**src/rtl/vcache_stat_snapshot_serializer_pkg.sv**
```systemverilog
// Shared definitions for the vcache statistics snapshot serializer.
//   - record geometry (7 words, 4 event counters)
//   - record word index enum
//   - serializer FSM state enum
package vcache_stat_snapshot_serializer_pkg;

    localparam int vcache_stat_rec_words_gp = 7;
    localparam int vcache_stat_num_ctrs_gp  = 4;

    // Word positions inside one snapshot record.
    typedef enum logic [2:0] {
        e_rec_inst_id    = 3'd0,
        e_rec_global_ctr = 3'd1,
        e_rec_tag        = 3'd2,
        e_rec_ld         = 3'd3,
        e_rec_st         = 3'd4,
        e_rec_ld_miss    = 3'd5,
        e_rec_st_miss    = 3'd6
    } vcache_stat_rec_idx_e;

    typedef enum logic {
        e_state_idle = 1'b0,
        e_state_send = 1'b1
    } vcache_stat_state_e;

    // Record word index of event counter number ctr (ld, st, ld_miss, st_miss).
    function automatic int rec_ctr_word(input int ctr);
        return int'(e_rec_ld) + ctr;
    endfunction

endpackage

```
**src/rtl/vcache_stat_snapshot_serializer_if.sv**
```systemverilog
// Record stream interface of the snapshot serializer.
//   v_o     record word valid        (master -> slave)
//   data_o  record word              (master -> slave)
//   last_o  marks the final word     (master -> slave)
//   ready_i downstream accepts word  (slave  -> master)
interface vcache_stat_snapshot_serializer_if #(
    parameter int data_width_p = 32
);
    logic                    v_o;
    logic [data_width_p-1:0] data_o;
    logic                    last_o;
    logic                    ready_i;

    modport master (output v_o, output data_o, output last_o, input ready_i);
    modport slave  (input v_o, input data_o, input last_o, output ready_i);
endinterface

```
**src/rtl/vcache_stat_snapshot_serializer_event_counter.sv**
```systemverilog
// One wrapping event counter.
//   clk_i    clock
//   reset_i  synchronous active-high reset, counter -> 0
//   inc_i    add one this cycle
//   clear_i  restart the count from this cycle's increment
//   count_o  running total including this cycle's increment (not cleared);
//            this is the value a snapshot taken this cycle must report
module vcache_event_counter #(
    parameter int width_p = 32
) (
    input  logic               clk_i,
    input  logic               reset_i,
    input  logic               inc_i,
    input  logic               clear_i,
    output logic [width_p-1:0] count_o
);
    logic [width_p-1:0] r_count;
    logic [width_p-1:0] w_sum;
    logic [width_p-1:0] w_next;

    assign w_sum   = r_count + width_p'(inc_i);
    assign w_next  = clear_i ? width_p'(inc_i) : w_sum;
    assign count_o = w_sum;

    always_ff @(posedge clk_i) begin
        if (reset_i) begin
            r_count <= '0;
        end else begin
            r_count <= w_next;
        end
    end
endmodule

```
**src/rtl/vcache_stat_snapshot_serializer.sv**
```systemverilog
// Per-vcache event counter bank with snapshot serializer.
// Counts loads, stores, load misses and store misses at the vcache accept
// point (v_i & yumi_i). A snapshot request freezes a 7-word record
// (instance id, global counter, tag, 4 counts) which is streamed one word
// per cycle over the stream interface.
//   clk_i, reset_i            clock, synchronous active-high reset
//   v_i, yumi_i               vcache output valid / consumed
//   miss_i, ld_op_i, st_op_i  access attributes in the output stage
//   global_ctr_i              free-running global cycle counter
//   snap_v_i, snap_tag_i      snapshot request and its tag
//   snap_ready_o              request accepted when snap_v_i & snap_ready_o
//   stream_if (master)        v_o / data_o / last_o / ready_i record stream
module vcache_stat_snapshot_serializer
    import vcache_stat_snapshot_serializer_pkg::*;
#(
    parameter int data_width_p    = 32,
    parameter int ctr_width_p     = 32,
    parameter int instance_id_p   = 0,
    parameter int clear_on_snap_p = 0
) (
    input  logic                    clk_i,
    input  logic                    reset_i,
    input  logic                    v_i,
    input  logic                    yumi_i,
    input  logic                    miss_i,
    input  logic                    ld_op_i,
    input  logic                    st_op_i,
    input  logic [data_width_p-1:0] global_ctr_i,
    input  logic                    snap_v_i,
    input  logic [data_width_p-1:0] snap_tag_i,
    output logic                    snap_ready_o,
    vcache_stat_snapshot_serializer_if.master stream_if
);
    localparam logic w_clear_en = (clear_on_snap_p != 0);

    vcache_stat_state_e      r_state;
    logic [2:0]              r_idx;
    logic                    r_v;
    logic                    r_last;
    logic [data_width_p-1:0] r_data;
    logic [data_width_p-1:0] r_rec [vcache_stat_rec_words_gp];

    logic                    w_acc;
    logic                    w_snap_accept;
    logic                    w_inc   [vcache_stat_num_ctrs_gp];
    logic [ctr_width_p-1:0]  w_count [vcache_stat_num_ctrs_gp];
    logic [data_width_p-1:0] w_rec   [vcache_stat_rec_words_gp];

    assign w_acc         = v_i & yumi_i;
    assign w_snap_accept = snap_v_i & (r_state == e_state_idle) & ~reset_i;

    assign w_inc[0] = w_acc & ld_op_i;
    assign w_inc[1] = w_acc & st_op_i;
    assign w_inc[2] = w_acc & ld_op_i & miss_i;
    assign w_inc[3] = w_acc & st_op_i & miss_i;

    assign w_rec[e_rec_inst_id]    = data_width_p'(instance_id_p);
    assign w_rec[e_rec_global_ctr] = global_ctr_i;
    assign w_rec[e_rec_tag]        = snap_tag_i;

    // Counters keep running in every state; the record captures the
    // accumulated value including the accept-cycle event, while a clearing
    // counter restarts from that same event.
    genvar gi;
    generate
        for (gi = 0; gi < vcache_stat_num_ctrs_gp; gi++) begin : g_ctr
            vcache_event_counter #(
                .width_p (ctr_width_p)
            ) u_ctr (
                .clk_i   (clk_i),
                .reset_i (reset_i),
                .inc_i   (w_inc[gi]),
                .clear_i (w_snap_accept & w_clear_en),
                .count_o (w_count[gi])
            );
            assign w_rec[rec_ctr_word(gi)] = data_width_p'(w_count[gi]);
        end
    endgenerate

    // Frozen record storage; only rewritten when a new snapshot is accepted.
    always_ff @(posedge clk_i) begin
        if (w_snap_accept) begin
            for (int i = 0; i < vcache_stat_rec_words_gp; i++) begin
                r_rec[i] <= w_rec[i];
            end
        end
    end

    // Serializer FSM; r_data always holds r_rec[r_idx] while sending, so the
    // word stays stable under back-pressure.
    always_ff @(posedge clk_i) begin
        if (reset_i) begin
            r_state <= e_state_idle;
            r_idx   <= '0;
            r_v     <= 1'b0;
            r_last  <= 1'b0;
            r_data  <= '0;
        end else begin
            case (r_state)
                e_state_idle: begin
                    if (snap_v_i) begin
                        r_state <= e_state_send;
                        r_idx   <= '0;
                        r_v     <= 1'b1;
                        r_last  <= 1'b0;
                        r_data  <= w_rec[e_rec_inst_id];
                    end
                end
                e_state_send: begin
                    if (stream_if.ready_i) begin
                        if (r_idx == e_rec_st_miss) begin
                            r_state <= e_state_idle;
                            r_idx   <= '0;
                            r_v     <= 1'b0;
                            r_last  <= 1'b0;
                            r_data  <= '0;
                        end else begin
                            r_idx  <= r_idx + 3'd1;
                            r_data <= r_rec[r_idx + 3'd1];
                            r_last <= ((r_idx + 3'd1) == e_rec_st_miss);
                        end
                    end
                end
                default: begin
                    r_state <= e_state_idle;
                end
            endcase
        end
    end

    // Outputs are forced quiet while reset is asserted.
    assign snap_ready_o     = (r_state == e_state_idle) & ~reset_i;
    assign stream_if.v_o    = r_v & ~reset_i;
    assign stream_if.last_o = r_last & ~reset_i;
    assign stream_if.data_o = reset_i ? '0 : r_data;

endmodule
```
**src/flat_wrapper.sv**
```systemverilog
// flat-port wrapper written by rule: the top's interface ports become plain ports
module vcache_stat_snapshot_serializer_flat import vcache_stat_snapshot_serializer_pkg::*;
#(
    parameter int data_width_p    = 32,
    parameter int ctr_width_p     = 32,
    parameter int instance_id_p   = 0,
    parameter int clear_on_snap_p = 0
)
  (clk_i, reset_i, v_i, yumi_i, miss_i, ld_op_i, st_op_i, global_ctr_i, snap_v_i, snap_tag_i, snap_ready_o, stream_if_v_o, stream_if_data_o, stream_if_last_o, stream_if_ready_i);
  vcache_stat_snapshot_serializer_if #(.data_width_p(data_width_p)) stream_if_i ();
  input  logic clk_i;
  input  logic reset_i;
  input  logic v_i;
  input  logic yumi_i;
  input  logic miss_i;
  input  logic ld_op_i;
  input  logic st_op_i;
  input  logic [data_width_p-1:0] global_ctr_i;
  input  logic snap_v_i;
  input  logic [data_width_p-1:0] snap_tag_i;
  output logic snap_ready_o;
  output wire logic [$bits(stream_if_i.v_o)-1:0] stream_if_v_o;
  output wire logic [$bits(stream_if_i.data_o)-1:0] stream_if_data_o;
  output wire logic [$bits(stream_if_i.last_o)-1:0] stream_if_last_o;
  input wire logic [$bits(stream_if_i.ready_i)-1:0] stream_if_ready_i;
  assign stream_if_v_o = stream_if_i.v_o;
  assign stream_if_data_o = stream_if_i.data_o;
  assign stream_if_last_o = stream_if_i.last_o;
  assign stream_if_i.ready_i = stream_if_ready_i;
  vcache_stat_snapshot_serializer #(.data_width_p(data_width_p), .ctr_width_p(ctr_width_p), .instance_id_p(instance_id_p), .clear_on_snap_p(clear_on_snap_p)) u_core (.clk_i(clk_i), .reset_i(reset_i), .v_i(v_i), .yumi_i(yumi_i), .miss_i(miss_i), .ld_op_i(ld_op_i), .st_op_i(st_op_i), .global_ctr_i(global_ctr_i), .snap_v_i(snap_v_i), .snap_tag_i(snap_tag_i), .snap_ready_o(snap_ready_o), .stream_if(stream_if_i));
endmodule
```
**config.mk**
```make
export PLATFORM = sky130hd
export DESIGN_NAME = vcache_stat_snapshot_serializer_flat
export DESIGN_NICKNAME = d
export VERILOG_FILES = /design/src/rtl/vcache_stat_snapshot_serializer_pkg.sv /design/src/rtl/vcache_stat_snapshot_serializer_if.sv /design/src/rtl/vcache_stat_snapshot_serializer_event_counter.sv /design/src/rtl/vcache_stat_snapshot_serializer.sv /design/src/flat_wrapper.sv
export SDC_FILE = /design/constraint.sdc
export NUM_CORES = 1
export LEC_CHECK = 0
export ABC_AREA = 1
export CELL_PAD_IN_SITES_DETAIL_PLACEMENT = 1
export CELL_PAD_IN_SITES_GLOBAL_PLACEMENT = 1
export CORE_UTILIZATION = 48
export CTS_CLUSTER_SIZE = 10
export DETAILED_ROUTE_END_ITERATION = 10
export GPL_ROUTABILITY_DRIVEN = 1
export PLACE_DENSITY_LB_ADDON = 0.3
export RECOVER_POWER = 25
export SKIP_LAST_GASP = 1
export SLEW_MARGIN = 10
export SYNTH_ARGS = -nofsm -noshare
export SYNTH_HDL_FRONTEND = slang
export SYNTH_SLANG_ARGS = --single-unit
export TNS_END_PERCENT = 5
```
**constraint.sdc**
```tcl
create_clock -name clk_i -period 21.4 [get_ports clk_i]
set_input_delay 6.42 -clock clk_i [delete_from_list [all_inputs] [get_ports clk_i]]
set_output_delay 6.42 -clock clk_i [all_outputs]
set_load 0.01 [all_outputs]
```
## Word-level counts from Yosys, hierarchy flattened

Memories as Yosys holds them, arrays and structs flattened.
Index checks and enable logic that the tools add are counted.

- Bits in registers: 166
- Bits in latches: 0
- RAM bits: 224
- ROM bits: 0
- Output and inout bits: 35
- Logic and storage cells: 57
- Memories: 1

Memories:

| name | depth | width | rd ports | clocked after memory_dff | wr ports | line | text |
|---|---|---|---|---|---|---|---|
| u_core.r_rec | 7 | 32 | 1 | 0 | 7 | vcache_stat_snapshot_serializer.sv:41 | `logic [data_width_p-1:0] r_rec [vcache_stat_rec_words_gp];` |

- Add/subtract/negate cells: 5
- Multiply operators: 0
- Divide/modulo/power cells: 0
- $lt $le $gt $ge: 0
- Equality and inequality tests: 5
- Shift operators: 0
- Muxes and demuxes: 23
- Bitwise gates (word level): 12
- Reduce and logical (&&, ||, !) cells: 2

Operators by type and width:

| operator | number |
|---|---|
| $add 32x1->32 | 4 |
| $mux 32 | 4 |
| $pmux 32 s2 | 1 |
| $mux 1 | 11 |
| $and 1x1->1 | 10 |
| $mux 3 | 3 |
| $eq 3x3->1 const B | 2 |
| $ne 2x2->1 const B | 3 |
| $pmux 1 s2 | 3 |
| $pmux 3 s2 | 1 |
| $add 3x1->3 const B | 1 |
| $reduce_and 3->1 | 1 |
| $not 1->1 | 2 |
| $reduce_and 2->1 | 1 |

## Logic depth before layout (Yosys ltp)

Gate-level depths: netlist (run 1).

- Depth after elaboration: 5
- Depth in mapped cells: 13
- Depth with buffers taken out: 11

## Cells and area by module

A second synthesis (run 1) with hierarchy kept.

- Cells, all modules: 2224
- Area, all modules: 17369.2 µm²

By module, submodules not included:

| module | times used | cells each | area each (µm²) | seq. area each (µm²) |
|---|---|---|---|---|
| vcache_stat_snapshot_serializer | 1 | 1032 | 9756.9 | 6526.3 |
| vcache_event_counter | 4 | 298 | 1903.1 | 640.6 |

## Worst setup path after synthesis (run 1)

No wires, ideal clock.

- Path type: in2reg
- Start: input reset_i
- End: memory u_core.r_rec[1][0], enable pin
- Arrival: 14908 ps
- Path slack: 5745 ps
- Cell stages on the path: 4
- Path through: buf_2 > clkbuf_1 > buf_2 > nor2_1

RTL lines:

| element | line | text |
|---|---|---|
| start, declared | flat_wrapper.sv:12 | `input logic reset_i;` |
| end, declared | vcache_stat_snapshot_serializer.sv:41 |  |

## Worst setup path after layout (run 1)

- Start: input reset_i
- End: output stream_if_v_o

- Cells in the longest elaborated chain, start to end: 2

Ends and longest elaborated chain:

| element | line | text |
|---|---|---|
| $not 1->1 | vcache_stat_snapshot_serializer.sv:133 | `assign stream_if.v_o = r_v & ~reset_i;` |
| $and 1x1->1 | vcache_stat_snapshot_serializer.sv:133 |  |
| end, declared | flat_wrapper.sv:22 | `output wire logic [$bits(stream_if_i.v_o)-1:0] stream_if_v_o;` |

Every way passes these cells.

==> results.yml, run 1 <==
floorplanning:
  die_y_um: 188
  dieArea_sq_mm: 0.0355
  die-width_um: 188
  ios: 108
  core_sq_mm: 0.0339
  rows: 67
  start_util: 0.492
grt:
  grt_max_degree: 193
  met1_usage: 0.397
  gr-total-overflow: 0
  grt_use_met2: 0.522
  gr-usage-all-layers: 0.307
  first_global_vias: 14900
  grt_pass1_wl_mm: 83.8
  grt_busiest_layer: "met2"
  grt.met3_usage: 0.0466
  antenna_found_initial: 2
clock_tree:
  htree_levels: 2
  clock_latency_ns: 0.55
  cts_sinks: 358
  clock_path_buffers: 3
  cts_hold_buf: 0
  clk_pin_slew_ns: 0.05
  ctsResizeCount: 0
  postCtsSetupRepairBufs: 0
  tritoncts: "built"
  cts_buffers: 42
  root_buffer: "clkbuf_16"
cells_and_area:
  syn_to_final_growth_pct: 15.7
  final_nets: 2263
  drive_gt1_frac: 0.0430
  num-fill-cells: 4137
  final_cell_area_sq_mm: 0.0193
  fin_util: 0.569
  final_cells: 2662
logic_synthesis:
  ys.flop_type: "edfxtp_1"
  ys_warn_count: 0
  synth_edf_count: 192
  yosys-top-cells-count: "nand2_1, nor2_1, inv_1"
  syn_area_sq_mm: 0.0167
  syn_avg_cell_area_sq_um: 8.01
  netlist_instances: 2081
  ys_ff_latch: 358
  synth_top_area_frac: 0.346
  synth_seq_area_share: 0.545
  synthArstFlopShare: 0
  synth.most_common_cell: "nand2_1"
  ys_top_cells_by_area: "edfxtp_1, dfxtp_1, nand2_1"
  synth_largest_area_cell: "edfxtp_1"
  synthDistinctLibCells: 40
  syn-num-nets: 2167
sta:
  min_period_over_period: 0.782
  finalSetupViolCount: 0
  maxSlewViolCount: 70
  clock.fmax_ghz: 0.0597
  max_slew_margin: -1.29
  worst_pin_slew_ns: 3.44
  worst_slack_ns: 4.66
  hold_violations: 0
  finalSetupTns_ns: 0
  skew_ns: 0.0239
  grt_setup_unrepaired: "no"
  finalCriticalPeriod_ns: 16.74
pwr:
  p_leak_nw: 7.34
  swShare: 0.229
  powerDensity_mw_per_mm2: 78.4
  seq_power_share: 0.489
  combPwrFrac: 0.055
  ir_drop_mv: 0.0774
  pwr-share-clk: 0.456
  internal_power_mw: 1.17
  switchingPower_uw: 347
place:
  numPlacedInstances: 2581
  place_area_sq_mm: 0.0181
  gp_congestion: 0.883
  dp_hpwl_mm: 37.7
  place_ws_ns: 6.57
  io_buffer_count: 107
critical_path:
  critPathKind: "input port to output pin"
  worstSetupEndpointType: "output pin"
  cp_data_arrival_time_ns: 10.32
  critPathLaunchType: "input port"
  cp_max_fo: 69
  crit_required_ns: 14.98
routing:
  vias_per_cell: 5.47
  wire_per_inst_um: 20.5
  ant_nets: 0
  drc: 0
  first_iter_violations: 1229
  vias: 14600
  wirelength_mm: 54.7
  drtPass1Iterations: 5
job:
  maxCapViolCount: 1
hold_path:
  min_path_type: "flip-flop to flip-flop"
status:
  violations: "max-capacitance violations, max-slew violations"
  status: "finished, violations left"
-- routing by layer --
| layer | routed length, um | up-vias |
|---|---|---|
| li1 | - | 6879 |
| met2 | 26500 | 423 |
| met4 | 1900 | 0 |
| met1 | 23300 | 7161 |
| met5 | 0 | - |
| met3 | 2970 | 103 |
-- worst max-delay path, stage by stage --
cell and delay [ns]:
buf_4 0.56, clkbuf_1 2.45, nor2_1 0.19, clkdlybuf4s50_1 0.60
-- per-stage QoR --
step,hold slack (ns),power [mW]
CTS,0.491,1.52
finish,0.489,1.51
global placement,0.473,0.834
global route,0.521,1.55
floorplan,0.461,0.802
detailed placement,0.484,0.837
-- power groups by stage --
stage,Clock (mW),Combinational [mW],Sequential [mW]
2_1_floorplan,0,0.0453,0.756
3_3_place_gp,0,0.0812,0.753
3_5_place_dp,0,0.0838,0.754
4_1_cts,0.695,0.0858,0.739
5_1_grt,0.722,0.0898,0.740
6_report,0.689,0.0832,0.739
-- flip-flops by register name, indices dropped and copies added (netlist names) --
| name | flops |
|---|---|
| u_core.r_idx | 3 |
| u_core.g_ctr.u_ctr.r_count | 128 |
| u_core.r_data | 32 |
| u_core.r_v | 1 |
| u_core.r_last | 1 |
| u_core.r_state | 1 |
| u_core.r_rec | 192 |
-- area by class of cell --
class                      instances  area (sq um)  area share
multi-input combinational       1435          6350       0.330
clock buffer                      77          1260      0.0652
clock inverter                     1          30.0     0.00156
antenna                            3          7.51    0.000389
timing repair buffer             114          1130      0.0586
inverter                         226           851      0.0441
tap                              448           561      0.0291
sequential                       358          9090       0.472
-- kinds of logic (layout without fill, tap and decap cells) --
| kind of cell | Yosys count | count (layout) | synth area share |
|---|---|---|---|
| simple gates | 1154 | 1154 | 0.289 |
| flops | 358 | 358 | 0.545 |
| buf+inv | 288 | 418 | 0.0691 |
| compound gates | 247 | 247 | 0.0752 |
| xor+xnor | 21 | 21 | 0.0119 |
| fa+ha+maj | 13 | 13 | 0.00976 |
| other cells | 0 | 3 | 0 |
-- worst paths after layout --
kind / cells past startpoint / start / slack [ns] / endpoint
setup / recovery: 4 / reset_i / 4.66 / stream_if_v_o
hold / removal: 2 / u_core.g_ctr[2].u_ctr.r_count[31]$_SDFF_PP0_ / 0.49 / u_core.g_ctr[2].u_ctr.r_count[31]$_SDFF_PP0_
setup reg to reg: 10 / u_core.r_idx[0]$_SDFFE_PP0P_ / 17.88 / u_core.r_data[31]$_SDFFE_PP0P_
hold reg to reg: 2 / u_core.g_ctr[2].u_ctr.r_count[31]$_SDFF_PP0_ / 0.49 / u_core.g_ctr[2].u_ctr.r_count[31]$_SDFF_PP0_
-- cells in the final DEF (no fill, tap or decap), types with 10 or more instances in the layout --
| cell type | count |
|---|---|
| a21oi_1 | 87 |
| clkbuf_16 | 45 |
| edfxtp_1 | 192 |
| nand3_1 | 124 |
| inv_1 | 218 |
| nand2_1 | 622 |
| clkbuf_1 | 32 |
| nor2_2 | 10 |
| dfxtp_1 | 165 |
| clkdlybuf4s50_1 | 41 |
| o21ai_0 | 111 |
| xnor2_1 | 11 |
| dlygate4sd3_1 | 65 |
| o21ai_1 | 44 |
| nor3_1 | 11 |
| nor2_4 | 10 |
| ha_1 | 12 |
| nor2_1 | 334 |
No activity file was read; power rests on OpenSTA's default activity.
==> run 2, diff against run 1 <==
--- a/config.mk
+++ b/config.mk
@@ -8,7 +8,7 @@
 export ABC_AREA = 1
 export CELL_PAD_IN_SITES_DETAIL_PLACEMENT = 1
 export CELL_PAD_IN_SITES_GLOBAL_PLACEMENT = 1
-export CORE_UTILIZATION = 48
+export CORE_UTILIZATION = 40
 export CTS_CLUSTER_SIZE = 10
 export DETAILED_ROUTE_END_ITERATION = 10
 export GPL_ROUTABILITY_DRIVEN = 1
==> constraint.sdc (replaced) <==
create_clock -name clk_i -period 14.5 [get_ports clk_i]
set_input_delay 4.35 -clock clk_i [delete_from_list [all_inputs] [get_ports clk_i]]
set_output_delay 4.35 -clock clk_i [all_outputs]
set_load 0.01 [all_outputs]
==> run 2 against run 1 <==
Net effect:
- first-iteration DRC count is 21% lower
- flip-flop and latch count stayed put
- sequential share of layout area is 0.44 points lower
- largest power group unchanged
- power is 47% higher
- design area is 0.95% higher
- hold slack worse by 0.0021 ns
- die area is 20% higher
- critical path depth stayed put
- non-clock buffer count is 5 higher
- sequential power is 47% higher
- core utilization is 9.4 points lower
- worst setup slack worse by 2.4 ns
- largest cell class unchanged
- the run still ends with max-capacitance violations, max-slew violations left
==> results.yml, run 2 (synthesis gave the netlist of run 1 again) <==
floorplanning:
  core_sq_mm: 0.0409
  rows: 74
  ios: 108
  dieArea_sq_mm: 0.0425
  start_util: 0.407
  die_y_um: 206
  die-width_um: 206
place:
  dp_hpwl_mm: 37.9
  io_buffer_count: 107
  gp_congestion: 0.875
critical_path:
  cp_num_cells: 4
  crit_buf_inv: 3
  critPathKind: "input port to output pin"
  cp_max_fo: 66
  cpPeakStageDelay_ns: 1.86
  worstSetupEndpointType: "output pin"
  crit_family: "buffers and inverters"
  crit_chain: "clkbuf_1 > buf_4 > nor2_1 > clkdlybuf4s50_1"
  crit_required_ns: 10.15
  slowest_stage: "clkbuf_1"
  critPathLaunchType: "input port"
  cp_data_arrival_time_ns: 7.93
  r2r_cells: 6
status:
  status: "finished, violations left"
  violations: "max-capacitance violations, max-slew violations"
clock_tree:
  postCtsSetupRepairBufs: 0
  clock_latency_ns: 0.57
  htree_levels: 2
  clk_pin_slew_ns: 0.06
  cts_sinks: 358
  clock_path_buffers: 3
  tritoncts: "built"
  cts_hold_buf: 0
  root_buffer: "clkbuf_16"
  ctsResizeCount: 0
  cts_buffers: 43
sta:
  finalSetupTns_ns: 0
  finalSetupViolCount: 0
  worst_hold_slack_ns: 0.487
  max_slew_margin: -1.44
  maxSlewViolCount: 165
  min_period_over_period: 0.847
  hold_violations: 0
  skew_ns: 0.0217
  grt_setup_unrepaired: "no"
  finalCriticalPeriod_ns: 12.28
  worst_pin_slew_ns: 3.66
  clock.fmax_ghz: 0.0814
pwr:
  swShare: 0.232
  switchingPower_uw: 517
  ir_drop_mv: 0.0801
  powerDensity_mw_per_mm2: 114
  pwr-share-clk: 0.456
  p_leak_nw: 7.38
  combPwrFrac: 0.054
  power_mw: 2.23
  seq_power_share: 0.490
  internal_power_mw: 1.71
hold_path:
  min_path_type: "flip-flop to flip-flop"
  whs_path_depth: 2
cells_and_area:
  final_nets: 2269
  largest_reg_flops: 192
  layout_commonest_cell: "nand2_1"
  largest-register: "u_core.r_rec"
  final_cell_mix: "nand2_1, nor2_1, inv_1, edfxtp_1, dfxtp_1"
  drive_gt1_frac: 0.0519
  top_regs: "u_core.r_rec: 192 flops, u_core.g_ctr.u_ctr.r_count: 128 flops, u_core.r_data: 32 flops"
  fin_util: 0.476
  syn_to_final_growth_pct: 16.8
routing:
  drc: 0
  ant_nets: 0
  vias_per_cell: 5.19
  drtPass1Iterations: 5
  first_iter_violations: 973
  vias: 14300
  wire_per_inst_um: 19.4
  wirelength_mm: 53.3
job:
  maxCapViolCount: 3
grt:
  gr-total-overflow: 0
  grt_max_degree: 73
  gr-usage-all-layers: 0.254
  grt_pass1_wl_mm: 81.4
  antenna_found_initial: 2
  first_global_vias: 14500
-- run 2: cell types whose count changed in the layout (fill, tap and decap cells not counted), sizes merged --
cell | before | now
buf | 7 | 10
diode | 3 | 1
bufinv | 1 | 0
clkbuf | 78 | 77
clkinv | 4 | 5
inv | 222 | 223
-- run 2: layout make-up --
class / instances / area (sq um)
Antenna cell: 1 / 2.50
Clock buffer: 74 / 1260
Clock inverter: 2 / 12.5
Fill cell: 4992 / 21500
Inverter: 226 / 851
Multi-Input combinational cell: 1435 / 6430
Sequential cell: 358 / 9090
Tap cell: 532 / 666
Timing Repair Buffer: 119 / 1150
-- run 2: path summary, 6_finish.rpt --
| check | slack [ns] | startpoint | end |
|---|---|---|---|
| max | 2.22 | reset_i | stream_if_data_o[17] |
| min | 0.49 | u_core.g_ctr[2].u_ctr.r_count[31]$_SDFF_PP0_ | u_core.g_ctr[2].u_ctr.r_count[31]$_SDFF_PP0_ |
| max reg2reg | 8.86 | u_core.r_state$_SDFF_PP0_ | u_core.r_rec[5][16]$_DFFE_PP_ |
| min reg2reg | 0.49 | u_core.g_ctr[2].u_ctr.r_count[31]$_SDFF_PP0_ | u_core.g_ctr[2].u_ctr.r_count[31]$_SDFF_PP0_ |
-- run 2: per-stage QoR --
step	cell area, sq um	cells	worst slack [ns]
6_report	19500	2747	2.22
5_1_grt	19500	2746	2.04
4_1_cts	19500	2746	3.77
3_5_place_dp	18200	2670	3.75
3_3_place_gp	18200	2670	3.82
2_1_floorplan	16700	2081	0.915
-- run 2: power groups by stage --
stage / Combinational (mW) / Sequential, mW / Clock (mW)
finish: 0.120 / 1.09 / 1.02
global route: 0.131 / 1.09 / 1.07
CTS: 0.125 / 1.09 / 1.03
detailed placement: 0.124 / 1.11 / 0
global placement: 0.121 / 1.11 / 0
floorplan: 0.0669 / 1.12 / 0
-- run 2: worst register-to-register path, delay by kind of cell, from the launching register on --
family / cells / cell delay, ns
flops: 1 / 0.39
simple gates: 2 / 0.23
buf+inv: 4 / 4.63
-- run 2: metal layers --
layer | track usage | wire (um)
met5 | 0 | 0
met4 | 0.0804 | 1410
met3 | 0.0320 | 2370
met2 | 0.416 | 24900
met1 | 0.347 | 24700
==> run 3, diff against run 2 <==
--- a/config.mk
+++ b/config.mk
@@ -8,7 +8,7 @@
 export ABC_AREA = 1
 export CELL_PAD_IN_SITES_DETAIL_PLACEMENT = 1
 export CELL_PAD_IN_SITES_GLOBAL_PLACEMENT = 1
-export CORE_UTILIZATION = 40
+export CORE_UTILIZATION = 45
 export CTS_CLUSTER_SIZE = 10
 export DETAILED_ROUTE_END_ITERATION = 10
 export GPL_ROUTABILITY_DRIVEN = 1
==> constraint.sdc (replaced) <==
create_clock -name clk_i -period 11.9 [get_ports clk_i]
set_input_delay 3.57 -clock clk_i [delete_from_list [all_inputs] [get_ports clk_i]]
set_output_delay 3.57 -clock clk_i [all_outputs]
set_load 0.01 [all_outputs]
==> run 3 against run 2 <==
Net effect:
- the run still ends with max-capacitance violations, max-slew violations left
- first-iteration DRC count grew 16%
- sequential power grew 22%
- combinational power grew 22%
- flip-flop and latch count is the same
- register-to-register slack lost 1.9 ns
- critical path type unchanged
- critical endpoint is now stream_if_last_o
- largest cell class unchanged
==> results.yml, run 3 (synthesis gave the netlist of run 1 again) <==
critical_path:
  slowest_stage: "clkbuf_1"
  crit_required_ns: 8.33
  r2r_end: "u_core.r_rec[1][2]$_DFFE_PP_"
  cpPeakStageDelay_ns: 1.37
  critPathLaunchType: "input port"
  cp_max_fo: 65
  critPathKind: "input port to output pin"
  cp_data_arrival_time_ns: 6.54
  r2r_slack_ns: 7.00
  r2r-start: "u_core.r_state$_SDFF_PP0_"
  cp-startpoint: "reset_i"
  worstSetupEndpointType: "output pin"
  crit_chain: "clkbuf_1 > buf_4 > nor2_1 > clkdlybuf4s50_1"
  r2r_cells: 4
cells_and_area:
  top_regs: "u_core.r_rec: 192 flops, u_core.g_ctr.u_ctr.r_count: 128 flops, u_core.r_data: 32 flops"
  num-fill-cells: 4392
  drive_gt1_frac: 0.0488
  syn_to_final_growth_pct: 16.0
  largest-register: "u_core.r_rec"
  fin_util: 0.529
  largest_reg_flops: 192
  final_nets: 2265
  final_cell_mix: "nand2_1, nor2_1, inv_1, edfxtp_1, dfxtp_1"
  layout_commonest_cell: "nand2_1"
clock_tree:
  clk_pin_slew_ns: 0.05
  ctsResizeCount: 0
  clock_latency_ns: 0.58
  root_buffer: "clkbuf_16"
  htree_levels: 2
  tritoncts: "built"
  postCtsSetupRepairBufs: 0
  clock_path_buffers: 3
  cts_buffers: 43
  cts_hold_buf: 0
  cts_sinks: 358
sta:
  max_slew_margin: -2.41
  hold_violations: 0
  grt_setup_unrepaired: "no"
  finalSetupTns_ns: 0
  worst_hold_slack_ns: 0.493
  min_period_over_period: 0.850
  finalSetupViolCount: 0
  maxSlewViolCount: 336
  clock.fmax_ghz: 0.0989
  worst_pin_slew_ns: 5.12
  worst_slack_ns: 1.79
  finalCriticalPeriod_ns: 10.11
  skew_ns: 0.0208
pwr:
  switchingPower_uw: 634
  p_leak_nw: 7.35
  powerDensity_mw_per_mm2: 140
  swShare: 0.235
  seq_power_share: 0.494
  pwr-share-clk: 0.452
  power_mw: 2.70
  combPwrFrac: 0.054
  ir_drop_mv: 0.0948
  internal_power_mw: 2.07
routing:
  drc: 0
  vias: 14400
  wirelength_mm: 53.9
  vias_per_cell: 5.35
  ant_nets: 0
  drtPass1Iterations: 5
  first_iter_violations: 1128
  wire_per_inst_um: 20.1
floorplanning:
  die-width_um: 194
  start_util: 0.456
  dieArea_sq_mm: 0.0378
  rows: 70
  die_y_um: 194
  ios: 108
  core_sq_mm: 0.0365
place:
  place_ws_ns: 3.01
  io_buffer_count: 107
  dp_hpwl_mm: 37.6
  gp_congestion: 0.876
grt:
  antenna_found_initial: 5
  grt_max_degree: 193
  gr-usage-all-layers: 0.287
  grt_pass1_wl_mm: 83.3
  gr-total-overflow: 0
  first_global_vias: 15000
job:
  maxCapViolCount: 4
hold_path:
  holdPathEnd: "u_core.g_ctr[3].u_ctr.r_count[31]$_SDFF_PP0_"
  worst_hold_startpoint: "u_core.g_ctr[3].u_ctr.r_count[31]$_SDFF_PP0_"
  whs_path_depth: 2
  min_path_type: "flip-flop to flip-flop"
status:
  status: "finished, violations left"
  violations: "max-capacitance violations, max-slew violations"
[run 3: layout make-up]
type                    instances  area (sq um)  share of cell area
clock inverters                 5          40.0             0.00207
well taps                     468           586              0.0303
clock buffers                  74          1220              0.0633
diodes                          5          12.5            0.000647
flip-flops and latches        358          9090               0.470
multi-input cells            1435          6410               0.332
inverters                     226           851              0.0440
repair buffers                115          1120              0.0578
[run 3: power by group through the flow]
stage	Combinational [mW]	Clock, mW	Sequential [mW]
2_1_floorplan	0.0817	0	1.36
3_5_place_dp	0.152	0	1.35
6_report	0.147	1.22	1.33
5_1_grt	0.160	1.29	1.34
3_3_place_gp	0.148	0	1.35
4_1_cts	0.154	1.24	1.33
[run 3: per-layer routing]
| layer | track usage | share of wire |
|---|---|---|
| met5 | 0 | 0.00026 |
| met2 | 0.469 | 0.47 |
| met4 | 0.133 | 0.044 |
| met1 | 0.368 | 0.44 |
| met3 | 0.0521 | 0.053 |
[run 3: worst max path at each step]
stage                                   end  slack, ns  cells past startpoint
6_report                   stream_if_last_o       1.79                      4
5_1_grt                    stream_if_last_o       1.61                      4
4_1_cts                       stream_if_v_o       3.01                      4
3_3_place_gp               stream_if_last_o       3.06                      4
3_5_place_dp                  stream_if_v_o       3.01                      4
2_1_floorplan  u_core.r_rec[1][0]$_DFFE_PP_       2.33                      4
[run 3: stage by stage]
| stage | area (sq um) | instances |
|---|---|---|
| detailed placement | 18100 | 2602 |
| floorplan | 16700 | 2081 |
| finish | 19300 | 2686 |
| CTS | 19400 | 2681 |
| global route | 19300 | 2683 |
| global placement | 18100 | 2602 |
[run 3: worst max-delay path, delay by kind of cell]
| family | cells | cell delay, ns |
|---|---|---|
| and+or+nand+nor | 1 | 0.16 |
| buffers and inverters | 3 | 2.78 |
